### src/rtl/parity_pkg.sv
// Shared widths, parity mode encoding and the XOR reduction helper for the
// parity generator/checker.
package parity_pkg;

  localparam int DEFAULT_DATA_W = 8;
  localparam int DEFAULT_CNT_W  = 16;
  localparam int MAX_DATA_W     = 64;

  typedef enum logic {
    EVEN = 1'b0,
    ODD  = 1'b1
  } parity_mode_e;

  // Parity bit for a word zero-extended to MAX_DATA_W bits; zero padding does
  // not change the XOR, so one helper serves every legal DATA_W.
  function automatic logic gen_parity(input logic [MAX_DATA_W-1:0] data,
                                      input parity_mode_e          mode);
    logic red;
    red = ^data;
    case (mode)
      EVEN:    gen_parity = red;
      ODD:     gen_parity = ~red;
      default: gen_parity = red;
    endcase
  endfunction

endpackage

### src/rtl/parity_gen_check_if.sv
// Word stream, parity and error-status signals of the parity generator/checker.
// slave is the block's view, master is the environment's view.
interface parity_gen_check_if
  import parity_pkg::*;
#(
  parameter int DATA_W = DEFAULT_DATA_W,
  parameter int CNT_W  = DEFAULT_CNT_W
) ();

  logic              mode_odd;
  logic              in_valid;
  logic              in_ready;
  logic [DATA_W-1:0] in_data;
  logic              in_par;
  logic              out_valid;
  logic              out_ready;
  logic [DATA_W-1:0] out_data;
  logic              out_par;
  logic              out_err;
  logic              clr_err;
  logic [CNT_W-1:0]  err_cnt;
  logic              err_sticky;

  modport slave (
    input  mode_odd, in_valid, in_data, in_par, out_ready, clr_err,
    output in_ready, out_valid, out_data, out_par, out_err, err_cnt, err_sticky
  );

  modport master (
    output mode_odd, in_valid, in_data, in_par, out_ready, clr_err,
    input  in_ready, out_valid, out_data, out_par, out_err, err_cnt, err_sticky
  );

endinterface

### src/rtl/parity_calc.sv
// Purely combinational parity generator: XOR of all data bits, inverted in
// odd mode so that data plus parity carries the selected ones-count parity.
module parity_calc
  import parity_pkg::*;
#(
  parameter int DATA_W = DEFAULT_DATA_W
) (
  input  logic [DATA_W-1:0] data,
  input  logic              mode_odd,
  output logic              par
);

  logic [MAX_DATA_W-1:0] ext_s;
  parity_mode_e          mode_s;

  // Zero-extend the word and decode the mode before reducing.
  always_comb begin
    ext_s              = {MAX_DATA_W{1'b0}};
    ext_s[DATA_W-1:0]  = data;
    mode_s             = parity_mode_e'(mode_odd);
    par                = gen_parity(ext_s, mode_s);
  end

endmodule

### src/rtl/parity_gen_check.sv
// Parity generator/checker with a one-deep registered output stage,
// valid/ready flow control and a saturating mismatch counter plus sticky flag.
module parity_gen_check
  import parity_pkg::*;
#(
  parameter int DATA_W = DEFAULT_DATA_W,
  parameter int CNT_W  = DEFAULT_CNT_W
) (
  input  logic                 clk,
  input  logic                 rst,
  parity_gen_check_if.slave    bus
);

  localparam logic [CNT_W-1:0] CNT_MAX = {CNT_W{1'b1}};
  localparam logic [CNT_W-1:0] CNT_ONE = {{(CNT_W-1){1'b0}}, 1'b1};

  if (DATA_W < 1 || DATA_W > MAX_DATA_W) begin : g_bad_data_w
    $error("parity_gen_check: DATA_W out of range 1..64");
  end
  if (CNT_W < 2 || CNT_W > 32) begin : g_bad_cnt_w
    $error("parity_gen_check: CNT_W out of range 2..32");
  end

  logic              gen_par_s;
  logic              mismatch_s;
  logic              in_ready_s;
  logic              xfer_s;

  logic              out_valid_r;
  logic [DATA_W-1:0] out_data_r;
  logic              out_par_r;
  logic              out_err_r;
  logic [CNT_W-1:0]  err_cnt_r;
  logic              err_sticky_r;

  parity_calc #(
    .DATA_W (DATA_W)
  ) u_parity_calc (
    .data     (bus.in_data),
    .mode_odd (bus.mode_odd),
    .par      (gen_par_s)
  );

  // Handshake: the output register can take a word when empty or draining.
  always_comb begin
    in_ready_s = (~out_valid_r) | bus.out_ready;
    xfer_s     = bus.in_valid & in_ready_s;
    mismatch_s = bus.in_par ^ gen_par_s;
  end

  // Output register: load on a transfer, empty when drained, otherwise hold.
  always_ff @(posedge clk or posedge rst) begin
    if (rst) begin
      out_valid_r <= 1'b0;
      out_data_r  <= {DATA_W{1'b0}};
      out_par_r   <= 1'b0;
      out_err_r   <= 1'b0;
    end else if (xfer_s) begin
      out_valid_r <= 1'b1;
      out_data_r  <= bus.in_data;
      out_par_r   <= gen_par_s;
      out_err_r   <= mismatch_s;
    end else if (bus.out_ready) begin
      out_valid_r <= 1'b0;
      out_data_r  <= out_data_r;
      out_par_r   <= out_par_r;
      out_err_r   <= out_err_r;
    end else begin
      out_valid_r <= out_valid_r;
      out_data_r  <= out_data_r;
      out_par_r   <= out_par_r;
      out_err_r   <= out_err_r;
    end
  end

  // Error statistics: clear wins over a same-edge mismatch; counter saturates.
  always_ff @(posedge clk or posedge rst) begin
    if (rst) begin
      err_cnt_r    <= {CNT_W{1'b0}};
      err_sticky_r <= 1'b0;
    end else if (bus.clr_err) begin
      err_cnt_r    <= {CNT_W{1'b0}};
      err_sticky_r <= 1'b0;
    end else if (xfer_s && mismatch_s) begin
      err_sticky_r <= 1'b1;
      if (err_cnt_r != CNT_MAX) begin
        err_cnt_r <= err_cnt_r + CNT_ONE;
      end else begin
        err_cnt_r <= err_cnt_r;
      end
    end else begin
      err_cnt_r    <= err_cnt_r;
      err_sticky_r <= err_sticky_r;
    end
  end

  assign bus.in_ready   = in_ready_s;
  assign bus.out_valid  = out_valid_r;
  assign bus.out_data   = out_data_r;
  assign bus.out_par    = out_par_r;
  assign bus.out_err    = out_err_r;
  assign bus.err_cnt    = err_cnt_r;
  assign bus.err_sticky = err_sticky_r;

endmodule

### src/flat_wrapper.sv
// flat-port wrapper written by rule: the top's interface ports become plain ports
module parity_gen_check_flat import parity_pkg::*;
#(
  parameter int DATA_W = DEFAULT_DATA_W,
  parameter int CNT_W  = DEFAULT_CNT_W
)
  (clk, rst, bus_mode_odd, bus_in_valid, bus_in_data, bus_in_par, bus_out_ready, bus_clr_err, bus_in_ready, bus_out_valid, bus_out_data, bus_out_par, bus_out_err, bus_err_cnt, bus_err_sticky);
  parity_gen_check_if #(.DATA_W(DATA_W), .CNT_W(CNT_W)) bus_i ();
  input  logic clk;
  input  logic rst;
  input wire logic [$bits(bus_i.mode_odd)-1:0] bus_mode_odd;
  input wire logic [$bits(bus_i.in_valid)-1:0] bus_in_valid;
  input wire logic [$bits(bus_i.in_data)-1:0] bus_in_data;
  input wire logic [$bits(bus_i.in_par)-1:0] bus_in_par;
  input wire logic [$bits(bus_i.out_ready)-1:0] bus_out_ready;
  input wire logic [$bits(bus_i.clr_err)-1:0] bus_clr_err;
  output wire logic [$bits(bus_i.in_ready)-1:0] bus_in_ready;
  output wire logic [$bits(bus_i.out_valid)-1:0] bus_out_valid;
  output wire logic [$bits(bus_i.out_data)-1:0] bus_out_data;
  output wire logic [$bits(bus_i.out_par)-1:0] bus_out_par;
  output wire logic [$bits(bus_i.out_err)-1:0] bus_out_err;
  output wire logic [$bits(bus_i.err_cnt)-1:0] bus_err_cnt;
  output wire logic [$bits(bus_i.err_sticky)-1:0] bus_err_sticky;
  assign bus_i.mode_odd = bus_mode_odd;
  assign bus_i.in_valid = bus_in_valid;
  assign bus_i.in_data = bus_in_data;
  assign bus_i.in_par = bus_in_par;
  assign bus_i.out_ready = bus_out_ready;
  assign bus_i.clr_err = bus_clr_err;
  assign bus_in_ready = bus_i.in_ready;
  assign bus_out_valid = bus_i.out_valid;
  assign bus_out_data = bus_i.out_data;
  assign bus_out_par = bus_i.out_par;
  assign bus_out_err = bus_i.out_err;
  assign bus_err_cnt = bus_i.err_cnt;
  assign bus_err_sticky = bus_i.err_sticky;
  parity_gen_check #(.DATA_W(DATA_W), .CNT_W(CNT_W)) u_core (.clk(clk), .rst(rst), .bus(bus_i));
endmodule
### config.mk
export PLATFORM = sky130hd
export DESIGN_NAME = parity_gen_check_flat
export DESIGN_NICKNAME = d
export VERILOG_FILES = /design/src/rtl/parity_pkg.sv /design/src/rtl/parity_gen_check_if.sv /design/src/rtl/parity_calc.sv /design/src/rtl/parity_gen_check.sv /design/src/flat_wrapper.sv
export SDC_FILE = /design/constraint.sdc
export NUM_CORES = 1
export LEC_CHECK = 0
export ABC_AREA = 1
export CAP_MARGIN = 25
export CORE_MARGIN = 4
export CORE_UTILIZATION = 51
export CTS_BUF_LIST = sky130_fd_sc_hd__clkbuf_2 sky130_fd_sc_hd__clkbuf_4 sky130_fd_sc_hd__clkbuf_8
export DETAILED_ROUTE_END_ITERATION = 7
export PLACE_DENSITY = 0.81
export SYNTH_ARGS = -nofsm -noshare
export SYNTH_HDL_FRONTEND = slang
export SYNTH_SLANG_ARGS = --single-unit
### constraint.sdc
create_clock -name clk -period 2.4 [get_ports clk]
set_clock_uncertainty 0.1 [all_clocks]
set_input_delay 0.36 -clock clk [delete_from_list [all_inputs] [get_ports clk]]
set_output_delay 0.36 -clock clk [all_outputs]
set_load 0.1 [all_outputs]
# ---- Word level (Yosys, flattened, before mapping)
# Cells that the tools add are included.
dict set report word_totals {
  regBits 28
  output_inout_bits 29
}
dict set report op_classes {
  addsub 1
  n_eq_ne 1
  muxes 8
  n_bitwise 6
  n_reduce_logical 6
}
# operator n
set op_table {}
lappend op_table {{64-bit parity} 1}
lappend op_table {{16-bit 2-to-1 mux} 3}
lappend op_table {{16-bit by 1-bit adder with 16-bit output, second input constant} 1}
lappend op_table {{16-bit inequality test, second input constant} 1}
lappend op_table {{2-bit nonzero test} 3}
lappend op_table {{1-bit 2-to-1 mux} 4}
lappend op_table {{1-bit NOT} 3}
lappend op_table {{1-bit case mux with 2 select lines} 1}
lappend op_table {{2-bit AND reduction} 1}
lappend op_table {{1-bit bitwise AND} 1}
lappend op_table {{1-bit logical AND} 1}
lappend op_table {{1-bit bitwise OR} 1}
lappend op_table {{1-bit XOR} 1}

# ---- Logic depth before layout (Yosys ltp)
# Gate-level depths: netlist of run 1.
dict set report logic_depth {
  word_depth 7
  depth_mapped 14
}

# ---- By module
# From an unflattened synthesis of run 1, not the netlist that was laid out.
dict set report unflattened {
  hier_cells 250
  area_unflattened_um2 1739.2
}
# mod n_inst cells_per_inst area_each_um2 seq_area_each_um2
set by_module_without_submodules {}
lappend by_module_without_submodules {parity_gen_check 1 212 1575.3 700.7}
lappend by_module_without_submodules {parity_calc 1 38 163.9 0.0}

# ---- Least setup slack after synthesis of run 1
# OpenSTA, ideal clock, no wires.
dict set report synth_path {
  path_kind {flip-flop to flip-flop}
  from {reg u_core.out_valid_r (netlist: u_core.bus.out_valid)}
  to {reg u_core.err_cnt_r[0] (netlist: u_core.bus.err_cnt[0])}
  setup_time_ns 0.121
  arrival_ns 2.861
  slack_ns -0.682
  path_stages_with_launch 9
  path_buffers 1
  period_less_slack_ns 3.082
  cell_sequence {dfrtp_1 -> nand2_1 -> nand2_1 -> inv_1 -> nand3_1 -> nand2_2 -> clkbuf_8 -> nand3_1 -> nand2_1}
}
dict set report synth_via {
  elab_chain_len 6
}
# element line_no
set synth_rtl {}
lappend synth_rtl {{start, declared} parity_gen_check.sv:29} ;# logic out_valid_r;
lappend synth_rtl {{start signal, assigned} parity_gen_check.sv:69} ;# out_valid_r <= out_valid_r;
lappend synth_rtl {{1-bit NOT} parity_gen_check.sv:46} ;# in_ready_s = (~out_valid_r) | bus.out_ready;
lappend synth_rtl {{1-bit bitwise OR} parity_gen_check.sv:46}
lappend synth_rtl {{via bus_in_ready} flat_wrapper.sv:17} ;# output wire logic [$bits(bus_i.in_ready)-1:0] bus_in_ready;
lappend synth_rtl {{1-bit bitwise AND} parity_gen_check.sv:47} ;# xfer_s = bus.in_valid & in_ready_s;
lappend synth_rtl {{1-bit logical AND} parity_gen_check.sv:84} ;# end else if (xfer_s && mismatch_s) begin
lappend synth_rtl {{2-bit nonzero test (no source line)} -}
lappend synth_rtl {{2-bit AND reduction (no source line)} -}
lappend synth_rtl {{end signal, assigned} parity_gen_check.sv:82} ;# err_cnt_r <= {CNT_W{1'b0}};
lappend synth_rtl {{end signal, assigned} parity_gen_check.sv:87} ;# err_cnt_r <= err_cnt_r + CNT_ONE;
lappend synth_rtl {{end signal, assigned} parity_gen_check.sv:89} ;# err_cnt_r <= err_cnt_r;
lappend synth_rtl {{end, declared} parity_gen_check.sv:33} ;# logic [CNT_W-1:0] err_cnt_r;
# The timed path passes the listed nets, and every way through them passes these cells.
# A chain may end at the register's enable or synchronous reset.

# ---- Worst setup path after layout of run 1
dict set report layout_path {
  from {reg u_core.err_cnt_r[0] (netlist: u_core.bus.err_cnt[0])}
  to {reg u_core.err_cnt_r[15] (netlist: u_core.bus.err_cnt[15])}
}
dict set report layout_via {
  elab_chain_len 4
  word_cells_on_any_way 7
  classes_between {add/sub: 1; eq/ne: 1; mux: 3; reduce/logical: 2}
}
# element line_no
set layout_rtl {}
lappend layout_rtl {{start signal, assigned} parity_gen_check.sv:79} ;# err_cnt_r <= {CNT_W{1'b0}};
lappend layout_rtl {{start signal, assigned} parity_gen_check.sv:82}
lappend layout_rtl {{start signal, assigned} parity_gen_check.sv:87}
lappend layout_rtl {{16-bit by 1-bit adder with 16-bit output} parity_gen_check.sv:87}
lappend layout_rtl {{16-bit 2-to-1 mux} parity_gen_check.sv:86} ;# if (err_cnt_r != CNT_MAX) begin
lappend layout_rtl {{16-bit 2-to-1 mux} parity_gen_check.sv:84}
lappend layout_rtl {{16-bit 2-to-1 mux} parity_gen_check.sv:81} ;# end else if (bus.clr_err) begin
# Several ways; a longest one is shown, not always the timed one. The select of a mux whose other input is x is not followed.

==> results of run 1 <==
[power by group through the flow]
stage | sequential [W] | clock [W] | combinational, W
6_report | 0.000541 | 0.000305 | 0.000553
3_3_place_gp | 0.000550 | 0 | 0.000551
5_1_grt | 0.000547 | 0.000341 | 0.000578
3_5_place_dp | 0.000550 | 0 | 0.000555
4_1_cts | 0.000542 | 0.000316 | 0.000556
2_1_floorplan | 0.000833 | 0 | 0.000140
[routing by layer]
metal / share of wire / vias up / wire length (µm)
li1: - / 890 / -
met1: 0.48 / 820 / 1990
met2: 0.48 / 31 / 2000
met3: 0.041 / 2 / 173
met4: 0.0062 / 0 / 26
met5: 0 / - / 0
[critical path: stages, from the launching register on]
cell	delay (ps)
dfrtp_2	430
ha_1	210
nand3_2	120
nor3_4	190
inv_2	80
nor2_1	130
nand3_1	270
buf_4	280
nand3_1	80
nand2_1	60
[cells in the final DEF, fill, tap and decap left out, drive strengths merged]
cell / netlist / final
nand2: 80 / 80
nand3: 50 / 50
buf: 3 / 34
inv: 28 / 28
dfrtp: 28 / 28
nor2: 25 / 25
clkdlybuf4s50: 0 / 14
o21ai: 8 / 8
xor2: 7 / 7
nor3: 5 / 5
nand4: 3 / 3
clkbuf: 4 / 3
xnor2: 2 / 2
clkinv: 1 / 1
a211oi: 1 / 1
o32ai: 1 / 1
a31oi: 1 / 1
nor3b: 1 / 1
a21oi: 1 / 1
ha: 1 / 1
bufinv: 0 / 1
[per-stage QoR]
stage / instances / instance area [µm²]
floorplan: 250 / 1770
finish: 341 / 2220
detailed placement: 337 / 2170
global route: 341 / 2220
global placement: 337 / 2170
CTS: 341 / 2220
[how the worst min path moves through the flow]
stage | from | end | cells past startpoint
6_report | rst | u_core.bus.out_data[0] | 3
5_1_grt | rst | u_core.bus.out_data[0] | 3
4_1_cts | rst | u_core.bus.out_data[0] | 3
3_5_place_dp | u_core.bus.out_data[7] | u_core.bus.out_data[7] | 2
3_3_place_gp | u_core.bus.out_data[6] | u_core.bus.out_data[6] | 2
2_1_floorplan | rst | u_core.bus.err_cnt[10] | 1
[flip-flops by register name, indices dropped and copies added, names as in the netlist]
signal / count
u_core.bus.err_cnt: 16
u_core.bus.out_data: 8
u_core.bus.err_sticky: 1
u_core.bus.out_err: 1
u_core.bus.out_par: 1
u_core.bus.out_valid: 1
[cell type report]
type                            instances  area (µm²)
Fill cell                             313        1110
Multi-Input combinational cell        186         892
Sequential cell                        28         706
Timing Repair Buffer                   48         408
Inverter                               29         109
Tap cell                               46        57.6
Clock inverter                          1        30.0
Clock buffer                            3        22.5
[kinds of logic after synthesis]
| group | Yosys count | synth area share |
|---|---|---|
| AO/OA/AOI/OAI | 12 | 0.0384 |
| XOR/XNOR | 9 | 0.0447 |
| adder cells (fa/ha/maj) | 1 | 0.00710 |
| buffers and inverters | 36 | 0.0973 |
| flip-flops | 28 | 0.398 |
| AND/OR/NAND/NOR | 164 | 0.415 |
==> metrics, run 1 <==
final hold slack=268 ps; Setup WS post-layout=approximately 340 ps; Slew Limit Fails=0; FF-to-FF setup slack=approximately 340 ps; R2R Path End=u_core.bus.err_cnt[15]; Crit path required time=about 2500 ps; last element of the critical path=u_core.bus.err_cnt[15]; Post-synth top flop=dfrtp_1; Area Growth Syn to Fin=26.3%; Final ANT Viol Nets=0; yosys warns=0; Internal=between 0.0008 and 0.0009 W; Starting Density=0.528; CP Capture Type=register; Routed WL per cell=between 10 and 15 µm; f_max=around 480 MHz; PD cells=~630 mW/mm²; die height=66.8 µm; period utilisation layout=0.860; largest net degree at the start of global routing=29; Psw=~0.00059 W; core area=between 0.003 and 0.004 mm²; Cell Area, Synth=0.00176 mm²; peak supply drop=slightly above 0.0004 V; Setup Fix Bufs, Post-CTS=0; Total GRT Usage=0.201; PostCTS Resize Cnt=0; met1 GRT Util=0.268; Max-Cap Viols=0; TNS Setup=0 ps; RSZ-0062 raised after global routing=false; first-pass GRT wire length=7010 µm; layout cells sized above 1=0.173; Final #Nets=roughly 310; Num Clock Sinks=28; maximum clock path buffer count=2; Hold Crit Class=primary input to async pin; most common cell in the netlist=nand2_1; # H-tree levels=1; largest area contributor in the netlist=dfrtp_1; fin util=0.667; fin crit period=2060 ps; Finish-stage setup viols=0; I/O pins=44; cells after synthesis=250; critical path class=register to register; Placer Congestion=about 0.85; Hold Fails Final Rpt=0; GR peak layer=met2; Sw Ratio=0.425; drt via density=between 5 and 6; CTS Root Cell=clkbuf_4; Async S/R FF share, synth=1.00; Post-Syn Nets=around 270; share of the synthesized area in the top cell type=0.398; Worst-Skew Late Latency=330 ps; Reg clk slew, reported paths=~150 ps; M3 GR Usage=0.0422; CTS tree=done; pre-CTS setup slack=between 80 and 90 ps; CP arrival=~2200 ps; IO buf count=43; Critical Path Fanout Max=10; vias=around 1,700; # DRC=0; startpoint types=register; CTS Hold Bufs=0; global route overflow=0; R2R depth=9; Clk network pwr share=0.218; Sequential Power Share=0.387; number of global-route vias before repair=~1,600; Comb power frac=0.395; status=finished clean; routed wire length=~4200 µm; CP Launch Point=u_core.bus.err_cnt[0]; met2 Usage GRT=0.338; Leak Pwr=1.19 nW; DPL Wire Length=3160 µm; Slew @ Worst Pin=358 ps; Netlist cell types=26; Slew HR=0.761; RR Startpoint=u_core.bus.err_cnt[0]; First DRT Iteration DRCs=between 100 and 150; #FFs+latches synth=28; DR pass1 iterations=4; Synth Area per Inst=about 7.0 µm²; Row Count=21; synth top area cells=dfrtp_1 (40%), nand2_1 (17%), nand3_1 (14%), inv_1 (5.3%), nor2_1 (5.3%); Seq/Total Area, Yosys=0.398; die width=between 60 and 70 µm; Die Area=~0.0045 mm²; CTS buffer count=3; total power=roughly 0.0014 W; ant diodes=0; number of synthesized flops with an enable pin=0; synth cell count leaders=nand2_1 (79), nand3_1 (48), dfrtp_1 (28), inv_1 (25), nor2_1 (25); initial antenna violation count=0
Power figures use the tool's default switching activity.
==> run 2: changes to the inputs <==
--- a/config.mk
+++ b/config.mk
@@ -5,13 +5,12 @@
 export SDC_FILE = /design/constraint.sdc
 export NUM_CORES = 1
 export LEC_CHECK = 0
-export ABC_AREA = 1
 export CAP_MARGIN = 25
 export CORE_MARGIN = 4
-export CORE_UTILIZATION = 51
+export CORE_UTILIZATION = 48
 export CTS_BUF_LIST = sky130_fd_sc_hd__clkbuf_2 sky130_fd_sc_hd__clkbuf_4 sky130_fd_sc_hd__clkbuf_8
 export DETAILED_ROUTE_END_ITERATION = 7
-export PLACE_DENSITY = 0.81
+export PLACE_DENSITY = 0.8
 export SYNTH_ARGS = -nofsm -noshare
 export SYNTH_HDL_FRONTEND = slang
 export SYNTH_SLANG_ARGS = --single-unit
==> metrics, run 2 <==
commonest cells after routing, fill and taps aside=buf_4 (40), nor2_1 (24), xnor2_1 (18); R2R Path End=u_core.bus.err_cnt[1]; number of synthesized flops with an enable pin=0 (unchanged); multiplexer share of the synthesized area=0.0747 (+0.0747); RR Startpoint=u_core.bus.err_cnt[0]; Psw=0.000688 W (+16%); Setup Fix Bufs, Post-CTS=0 (unchanged); Starting Density=0.523 (-0.00513); Internal=0.000914 W (+14%); Inst Count DP=217 (-36%); Synth Area in Compound Gates=0.0143 (-0.0241); RSZ-0062 raised after global routing=false; CP max stage delay=500 ps (+70 ps); commonest non-fill, non-tap cell in the layout=buf_4; CP arrival=2400 ps (+210 ps); layout cells sized above 1=0.432 (+0.259); Seq/Total Area, Yosys=0.470 (+0.0721); Area Growth Syn to Fin=38.3%; Worst-Skew Late Latency=340 ps (about the same); status=finished clean; max reg flops=16 (unchanged); CTS Root Cell=clkbuf_4; Slew HR=0.589 (-0.172); Routed WL per cell=15.8 µm (+29%); worst-path cell chain=clkdlybuf4s50_1 > xnor2_1 > xnor3_1 > xnor2_2 > buf_12 > nor4_2 > xnor2_1 > nor2_1; Clk network pwr share=0.198 (-0.020); # DRC=0 (unchanged); synth cell count leaders=dfrtp_1 (28), nor2_1 (24), xnor2_1 (18), nand2_1 (10), mux2_2 (9); DPL Wire Length=2850 µm (-9.6%); Sequential Power Share=0.342 (-0.045); period utilisation layout=0.947 (+0.0875); largest net degree at the start of global routing=18 (-38%); PostCTS Resize Cnt=0 (unchanged); Die Area=0.00406 mm² (-8.9%); Hold Fails Final Rpt=0 (unchanged); CP Launch Point=bus_in_data[4]; most common cell in the netlist=dfrtp_1; Reg clk slew, reported paths=160 ps (about the same); yosys warns=0 (unchanged); die width=63.7 µm (-4.5%); Netlist cell types=26 (unchanged); first-pass GRT wire length=5780 µm (-18%); Synth Area in XOR/XNOR=0.159 (+0.114); Finished Layout Cells=221 (-35%); share of the synthesized area in the top cell type=0.470 (+0.0721); ant diodes=0 (unchanged); IO buf count=43 (unchanged); last element of the critical path=u_core.bus.err_cnt[10]; die height=63.7 µm (-4.5%); # fillers=228 (-27%); number of global-route vias before repair=1,330 (-15%); Num Clock Sinks=28 (unchanged); maximum clock path buffer count=2 (unchanged); Synth Area per Inst=11.0 µm² (+56%); synth top area cells=dfrtp_1 (47%), xnor2_1 (11%), mux2_2 (6.8%), nor2_1 (6.0%), nor4_2 (5.0%); Post-Syn Nets=152 (-43%); #FFs+latches synth=28 (unchanged); peak supply drop=0.000677 V (+66%); routed wire length=3500 µm (-16%); Placer Congestion=0.837 (-2.0%); Max-Cap Viols=0 (unchanged); CTS buffer count=3 (unchanged); CP most frequent cell=xnor2_1; Crit path required time=2530 ps (about the same); Hold Crit Class=primary input to async pin; Slew @ Worst Pin=614 ps (+256 ps); largest family of logic cells by synthesized area=simple AND/OR/NAND/NOR gates; simple logic cell fraction of the synthesized area=0.246 (-0.169); Async S/R FF share, synth=1.00 (unchanged); Critical Path Fanout Max=7 (-3); Sw Ratio=0.430 (+0.00493); startpoint types=primary input; Finish-stage setup viols=0 (unchanged); Max stage delay cell, worst path=clkdlybuf4s50_1; R2R depth=8 (-1); initial antenna violation count=0 (unchanged); Post-synth top flop=dfrtp_1; critical path class=primary input to register; core area=0.00285 mm² (-15%); DR pass1 iterations=4 (unchanged); CTS Hold Bufs=0 (unchanged); f_max=440 MHz (-9.2%); Total GRT Usage=0.185 (-0.0157); Adder-Cell Fraction of Synth Area=0.00839 (+0.00129); vias=1,225 (-30%); global route overflow=0 (unchanged); largest area contributor in the netlist=dfrtp_1; Slew Limit Fails=0 (unchanged); CTS tree=done; fin crit period=2270 ps (+210 ps); Row Count=19 (-9.5%); PD cells=777 mW/mm² (+24%); drt via density=5.54 (+8.4%); cells after synthesis=136 (-46%); Comb power frac=0.459 (+0.064); TNS Setup=0 ps (unchanged); FF-to-FF setup slack=280 ps (-60 ps); Leak Pwr=0.839 nW (-30%); I/O pins=44 (unchanged); Final ANT Viol Nets=0 (unchanged); Cell Area, Synth=0.00149 mm² (-15%); Final #Nets=207 (-34%); First DRT Iteration DRCs=33 (-75%); CP Capture Type=register; # H-tree levels=1 (unchanged)
[run 2: worst max-delay path, delay by kind of cell]
kind	cells	cell delay, ps
xor+xnor	4	1020
buf+inv	2	680
simple gates	2	340
[run 2: worst min path at each step]
stage,startpoint,endpoint,slack [ps],depth (start not counted)
6_report,rst,u_core.bus.out_err,150,2
5_1_grt,rst,u_core.bus.err_sticky,150,2
4_1_cts,rst,u_core.bus.err_sticky,150,2
3_5_place_dp,u_core.bus.out_par,u_core.bus.out_par,400,1
3_3_place_gp,u_core.bus.out_err,u_core.bus.out_err,360,1
2_1_floorplan,rst,u_core.bus.err_cnt[0],320,1
[run 2: stage by stage]
stage          total power (W)  cell area (µm²)  setup WS (ps)   util  hold WS, ps
2_1_floorplan          0.00108             1520           17.1      -          325
3_3_place_gp           0.00128             2010           -163  0.705          365
3_5_place_dp           0.00130             2010           -234  0.705          398
4_1_cts                0.00161             2060            140  0.723          147
5_1_grt                0.00167             2060           71.7  0.723          146
6_report               0.00160             2060            127  0.723          151
[run 2: kinds of logic (layout without fill, tap and decap cells)]
kind of cell | after synthesis | after routing
buffers and inverters | 9 | 63
AO/OA/AOI/OAI | 3 | 3
adder cells (fa/ha/maj) | 1 | 1
flip-flops | 28 | 28
XOR/XNOR | 22 | 22
AND/OR/NAND/NOR | 63 | 63
multiplexers | 10 | 10
[run 2: per-layer routing]
metal  wire, µm  track usage  up-vias
met1       1370        0.189      601
met5          0            0        -
met4         87       0.0997        0
li1           -            -      575
met2       1860        0.343       39
met3        182       0.0473       10
[run 2: power by group through the flow]
stage / sequential [W] / clock [W] / combinational (W)
2_1_floorplan: 0.000882 / 0 / 0.000202
3_3_place_gp: 0.000554 / 0 / 0.000724
3_5_place_dp: 0.000557 / 0 / 0.000739
4_1_cts: 0.000548 / 0.000327 / 0.000740
5_1_grt: 0.000555 / 0.000357 / 0.000763
6_report: 0.000548 / 0.000318 / 0.000736
[run 2: area by class of cell]
type	count	area (µm²)	area share
clock buffer	3	22.5	0.0109
clock inverter	1	30.0	0.0146
inverter	3	11.3	0.00546
multi-input combinational	99	757	0.367
sequential	28	723	0.351
tap	31	38.8	0.0188
timing repair buffer	56	480	0.233
